===== src/rtl/alu_arbiter.sv =====
// alu_arbiter: shares one clocked ALU between two valid/ready requesters, one op in flight.
// Define ALU_ARB_FIXED_PRIO_EN for fixed port-0 priority; round-robin otherwise.
module alu_arbiter #(
    parameter int WIDTH   = 32,
    parameter int ALU_LAT = 1
) (
    input  logic             clk,
    input  logic             rst_n,
    input  logic             req0_valid,
    output logic             req0_ready,
    input  logic [2:0]       req0_ctrl,
    input  logic [WIDTH-1:0] req0_a,
    input  logic [WIDTH-1:0] req0_b,
    input  logic             req1_valid,
    output logic             req1_ready,
    input  logic [2:0]       req1_ctrl,
    input  logic [WIDTH-1:0] req1_a,
    input  logic [WIDTH-1:0] req1_b,
    output logic             rsp0_valid,
    input  logic             rsp0_ready,
    output logic             rsp1_valid,
    input  logic             rsp1_ready,
    output logic [WIDTH-1:0] rsp_data,
    output logic             rsp_z,
    output logic [WIDTH-1:0] alu_rs1,
    output logic [WIDTH-1:0] alu_rs2,
    output logic [2:0]       alu_ctrl,
    input  logic [WIDTH-1:0] alu_rd,
    input  logic             alu_z
);
    typedef enum logic [1:0] {IDLE, ISSUE, RESP} state_t;

    state_t     state, state_nxt;
    logic [2:0] cnt;
    logic       owner, grant, accept, idle;

`ifdef ALU_ARB_FIXED_PRIO_EN
    assign grant = ~req0_valid;
`else
    logic last_grant;
    // On a tie the port that did not win last time is served
    assign grant = (req0_valid & req1_valid) ? ~last_grant : ~req0_valid;
`endif

    assign idle       = (state == IDLE) & rst_n;
    assign req0_ready = idle & req0_valid & ~grant;
    assign req1_ready = idle & req1_valid & grant;
    assign accept     = req0_ready | req1_ready;
    assign rsp0_valid = (state == RESP) & ~owner;
    assign rsp1_valid = (state == RESP) & owner;

    always_comb begin
        state_nxt = state;
        case (state)
            IDLE:    state_nxt = accept ? ISSUE : IDLE;
            ISSUE:   state_nxt = (cnt == 3'd0) ? RESP : ISSUE;
            RESP:    state_nxt = (owner ? rsp1_ready : rsp0_ready) ? IDLE : RESP;
            default: state_nxt = IDLE;
        endcase
    end

    always_ff @(posedge clk or negedge rst_n) begin
        if (!rst_n) begin
            state    <= IDLE;
            cnt      <= 3'd0;
            owner    <= 1'b0;
            rsp_data <= '0;
            rsp_z    <= 1'b0;
            alu_rs1  <= '0;
            alu_rs2  <= '0;
            alu_ctrl <= 3'b000;
        end else begin
            state <= state_nxt;
            if (accept) begin
                owner    <= grant;
                cnt      <= 3'(ALU_LAT);
                alu_ctrl <= grant ? req1_ctrl : req0_ctrl;
                alu_rs1  <= grant ? req1_a : req0_a;
                alu_rs2  <= grant ? req1_b : req0_b;
            end else if (state == ISSUE) begin
                if (cnt == 3'd0) begin
                    rsp_data <= alu_rd;
                    rsp_z    <= alu_z;
                end else begin
                    cnt <= cnt - 3'd1;
                end
            end
        end
    end

`ifndef ALU_ARB_FIXED_PRIO_EN
    always_ff @(posedge clk or negedge rst_n) begin
        if (!rst_n) last_grant <= 1'b1;
        else if (accept) last_grant <= grant;
    end
`endif
endmodule


===== config.mk =====
export PLATFORM = sky130hd
export DESIGN_NAME = alu_arbiter
export DESIGN_NICKNAME = d
export VERILOG_FILES = /design/src/rtl/alu_arbiter.sv
export SDC_FILE = /design/constraint.sdc
export NUM_CORES = 1
export LEC_CHECK = 0
export ABC_AREA = 0
export CORE_UTILIZATION = 41
export CTS_CLUSTER_DIAMETER = 120
export CTS_CLUSTER_SIZE = 28
export DETAILED_ROUTE_END_ITERATION = 16
export GPL_ROUTABILITY_DRIVEN = 0
export GPL_TIMING_DRIVEN = 1
export PLACE_DENSITY = 0.86
export SLEW_MARGIN = 20
export SYNTH_ARGS = -nofsm -noshare
export SYNTH_HDL_FRONTEND = slang
export SYNTH_SLANG_ARGS = --single-unit

===== constraint.sdc =====
create_clock -name clk -period 2.9 [get_ports clk]
set_input_delay 0.58 -clock clk [delete_from_list [all_inputs] [get_ports clk]]
set_output_delay 0.58 -clock clk [all_outputs]
set_load 0.03 [all_outputs]

== Word level (Yosys, flattened, before mapping) ==
Cells that the tools add are included.
Word-level totals
  bits in registers: 107
  bits of input ports: 173
  output and inout bits: 104
  logic and storage cells: 44
Cells by class
  add/sub/neg operators: 1
  equal/unequal tests: 3
  multiplexer cells: 12
  bitwise operators: 14
  reductions and logical operators: 5
Operators by type and width (count)
  2-to-1 mux 32 bit: 2
  2-to-1 mux 3 bit: 4
  AND 1 bit: 8
  case mux 2 bit (3 select lines): 1
  inverter 1 bit: 5
  2-to-1 mux 2 bit: 2
  logical NOT 3 bit: 1
  2-to-1 mux 1 bit: 3
  AND reduction 3 bit: 1
  subtractor 3 x 1 -> 3 bit, second input constant: 1
  == test 2 x 1 -> 1 bit, second input constant: 1
  == test 2 bit, second input constant: 1
  logical NOT 2 bit: 1
  inequality test 2 bit, second input constant: 1
  AND reduction 2 bit: 1
  nonzero test 2 bit: 1
  OR 1 bit: 1

== Depth between registers and ports, before layout ==
  word-level depth: 7
  mapped depth: 6
  depth with buffers taken out: 5

== Worst setup path before layout ==
OpenSTA, ideal clock, no wires.
  kind: input to output
  start: input rst_n
  end: output req0_ready
  arrival: 1.701 ns
  path slack: 0.619 ns
  cell stages on the path: 2
  cells stage by stage: or3b_4 nor3_1
Between the ends
  longest elaborated chain between the ends: 3
RTL lines
  start, declared: RTL line 8  | input logic rst_n,
  AND 1 bit: RTL line 45  | assign idle = (state == IDLE) & rst_n;
  AND 1 bit (2 in a row): RTL line 46  | assign req0_ready = idle & req0_valid & ~grant;
  end, declared: RTL line 10  | output logic req0_ready,
Every way passes these cells.

== Worst setup path after layout ==
  start: register state[1]
  end: output req0_ready
Between the ends
  longest elaborated chain between the ends: 4
RTL lines
  start, declared: RTL line 33  | state_t state, state_nxt;
  start signal, assigned: RTL line 73  | state <= state_nxt;
  logical NOT 2 bit: RTL line 45
  AND 1 bit: RTL line 45
  AND 1 bit (2 in a row): RTL line 46
Every way passes these cells.

==> impl_metrics.ini <==
[critical_path]
required_ns = 2.32
path_class = flop to output port
path_max_fanout = 6
cp-end-kind = output port
crit_arrival_ns = 2.19
start_kind = flop

[power_and_ir_drop]
p_switching_mw = 3.636
pwr-share-clk_pct = 14.6
p_leak_nw = 3.047
p_seq_share_pct = 30.0
p_int_mw = 5.265
finalPower_mw = 8.901
netSwitchingFraction_pct = 40.85
p_comb_share_pct = 55.4
vdd_drop_max_mv = 0.7254
p_per_area_nw_per_um2 = 1131

[drt]
post-route-drc-count = 0
wirelength_mm = 15.48
wl_per_cell_um = 20.59
firstDrtPassIters = 4
num_vias = 4280
drt-initial-drc-count = 200
postRouteAntennaNets = 0
avgViaCountPerCell = 5.691

[cells_and_area]
final_cell_mix = clkdlybuf4s50_1, dfrtp_1, o32ai_1, a2bb2oi_1, mux2_2
n_fill_cell = 753
fin_nets = 781
final_common_cell = clkdlybuf4s50_1
drive_above_1_share_pct = 12.11
area_growth_pct = 66.18
multiInputGateArea_um2 = 1842
seqCellArea_um2 = 2679

[logic_synthesis]
syn-cell-area_um2 = 4736
synthTopCellsByArea = dfrtp_1, o32ai_1, a2bb2oi_1
ys_seq_area_share_pct = 56.57
synth_cell_type_count = 34
synth_top_area_cell = dfrtp_1
synthesis.nets = 524
ys_ff_latch = 107
yosysWarnings = 0
syn_avg_cell_area_um2 = 13.57
async_flop_share_pct = 100.0
postSynthCellCount = 349
synth-edff-count = 0
ys.flop_type = dfrtp_1
yosysTopAreaCellShare_pct = 56.01

[sta]
rsz0062_at_grt = false
fin_setup_tns_ns = 0
fin_skew_ns = 0.008862
max_freq_ghz = 0.3605
finalHoldViolCount = 0
period_share_pct = 95.64
setup_slack_ns = 0.1264
relSlewSlack_pct = 43.21
finalSetupViolCount = 0
worstMarginPinSlew_ns = 0.8518
period_minus_slack_ns = 2.774
timing.hold.ws_ns = 0.3048
slew_violations = 0

[clocking]
htree_num_levels = 3
ctsHoldBuffers = 0
numCtsBuffers = 9
clock-sinks = 107
post-cts-setup-buffers = 0
root_buffer = clkbuf_16
clockBufferDepth = 2
cts_tree = yes
clk_latency_ns = 0.34
cts.clk_slew.worst_paths_ns = 0.07
postCtsResizedCells = 0

[floorplanning]
die_x_um = 109.5
die_h_um = 109.5
initial_core_util_pct = 42.93
rows = 38
dieArea_um2 = 11980
core_area_um2 = 11030
ios = 277

[global_route]
antenna_found_initial = 1
grt_pass1_vias = 4422
grt_pass1_wl_mm = 22.91
gr-total-overflow = 0
grt_max_degree = 69
grt.total_usage_pct = 25.62

[hold_path]
hold_path.class = input port to async pin

[placed_design]
dp_hpwl_mm = 11.15
portBuffers = 276
pre_cts_slack_ns = 0.1414

[status]
status = finished, final reports clean

[run]
drv_cap = 0
## worst paths after layout
check	from	endpoint	slack [ns]	cells past startpoint
max	state[1]	req0_ready	0.13	3
min	rst_n	alu_rs1[17]	0.30	2
max reg2reg	state[1]	alu_rs1[20]	0.88	4
min reg2reg	rsp_data[22]	rsp_data[22]	0.51	1
max in group asynchronous	rst_n	alu_rs2[27]	1.36	3
min in group clk	rsp_data[22]	rsp_data[22]	0.51	1
## synthesized netlist by cell type, drive strengths merged, types with 2 or more instances
cell     number
inv           4
nor2          4
a2bb2oi      67
a21bo         2
dfrtp       106
a21oi         4
nor2b         2
clkbuf       21
mux2         33
ha            2
nor3b         3
buf          19
o32ai        67
## routing by layer
layer | vias up | track usage, % | part of all wire (%)
li1 | 1933 | - | -
met1 | 2105 | 27.67 | 36
met2 | 214 | 45.96 | 51
met3 | 28 | 8.654 | 10
met4 | 0 | 10.19 | 2.3
met5 | - | 0 | 0
## through the flow
stage,cells,cell area (um2),utilization (%)
2_1_floorplan,349,4736,-
3_3_place_gp,735,7550,68.44
3_5_place_dp,735,7550,68.44
4_1_cts,751,7868,71.32
5_1_grt,752,7870,71.35
6_report,752,7870,71.35
## sequential cells by signal (all words and copies together), names as in the netlist
signal      count
alu_rs1        32
alu_rs2        32
rsp_data       32
alu_ctrl        3
cnt             3
state           2
last_grant      1
owner           1
rsp_z           1
## worst max-delay path: stages (launching register included)
cell and delay [ns]:
dfrtp_1 0.47, or3b_4 0.48, nor3_1 0.19, clkdlybuf4s50_1 0.71
## final cells by class
class,count,share of cell area [%]
Timing Repair Buffer,286,36.03
Sequential cell,107,34.04
Multi-Input combinational cell,197,23.40
Clock buffer,10,2.909
Tap cell,140,2.226
Clock inverter,6,1.129
Inverter,5,0.2385
Antenna cell,1,0.03180
## power by group through the flow
stage | Clock (mW) | Combinational (mW) | Sequential [mW]
detailed placement | 0 | 4.95 | 2.68
floorplan | 0 | 1.56 | 3.97
CTS | 1.32 | 4.97 | 2.67
global route | 1.38 | 5.18 | 2.77
global placement | 0 | 4.84 | 2.64
finish | 1.30 | 4.93 | 2.67
## kinds of logic after synthesis
family                   after synthesis  synth area share [%]
AO/OA/AOI/OAI                        145                 27.16
flip-flops                           107                 56.57
buffers and inverters                 45                 4.835
multiplexers                          33                 7.847
AND/OR/NAND/NOR                       17                 3.065
adder cells (fa/ha/maj)                2                0.5283
Note: power is estimated with default switching activity, not from simulation.
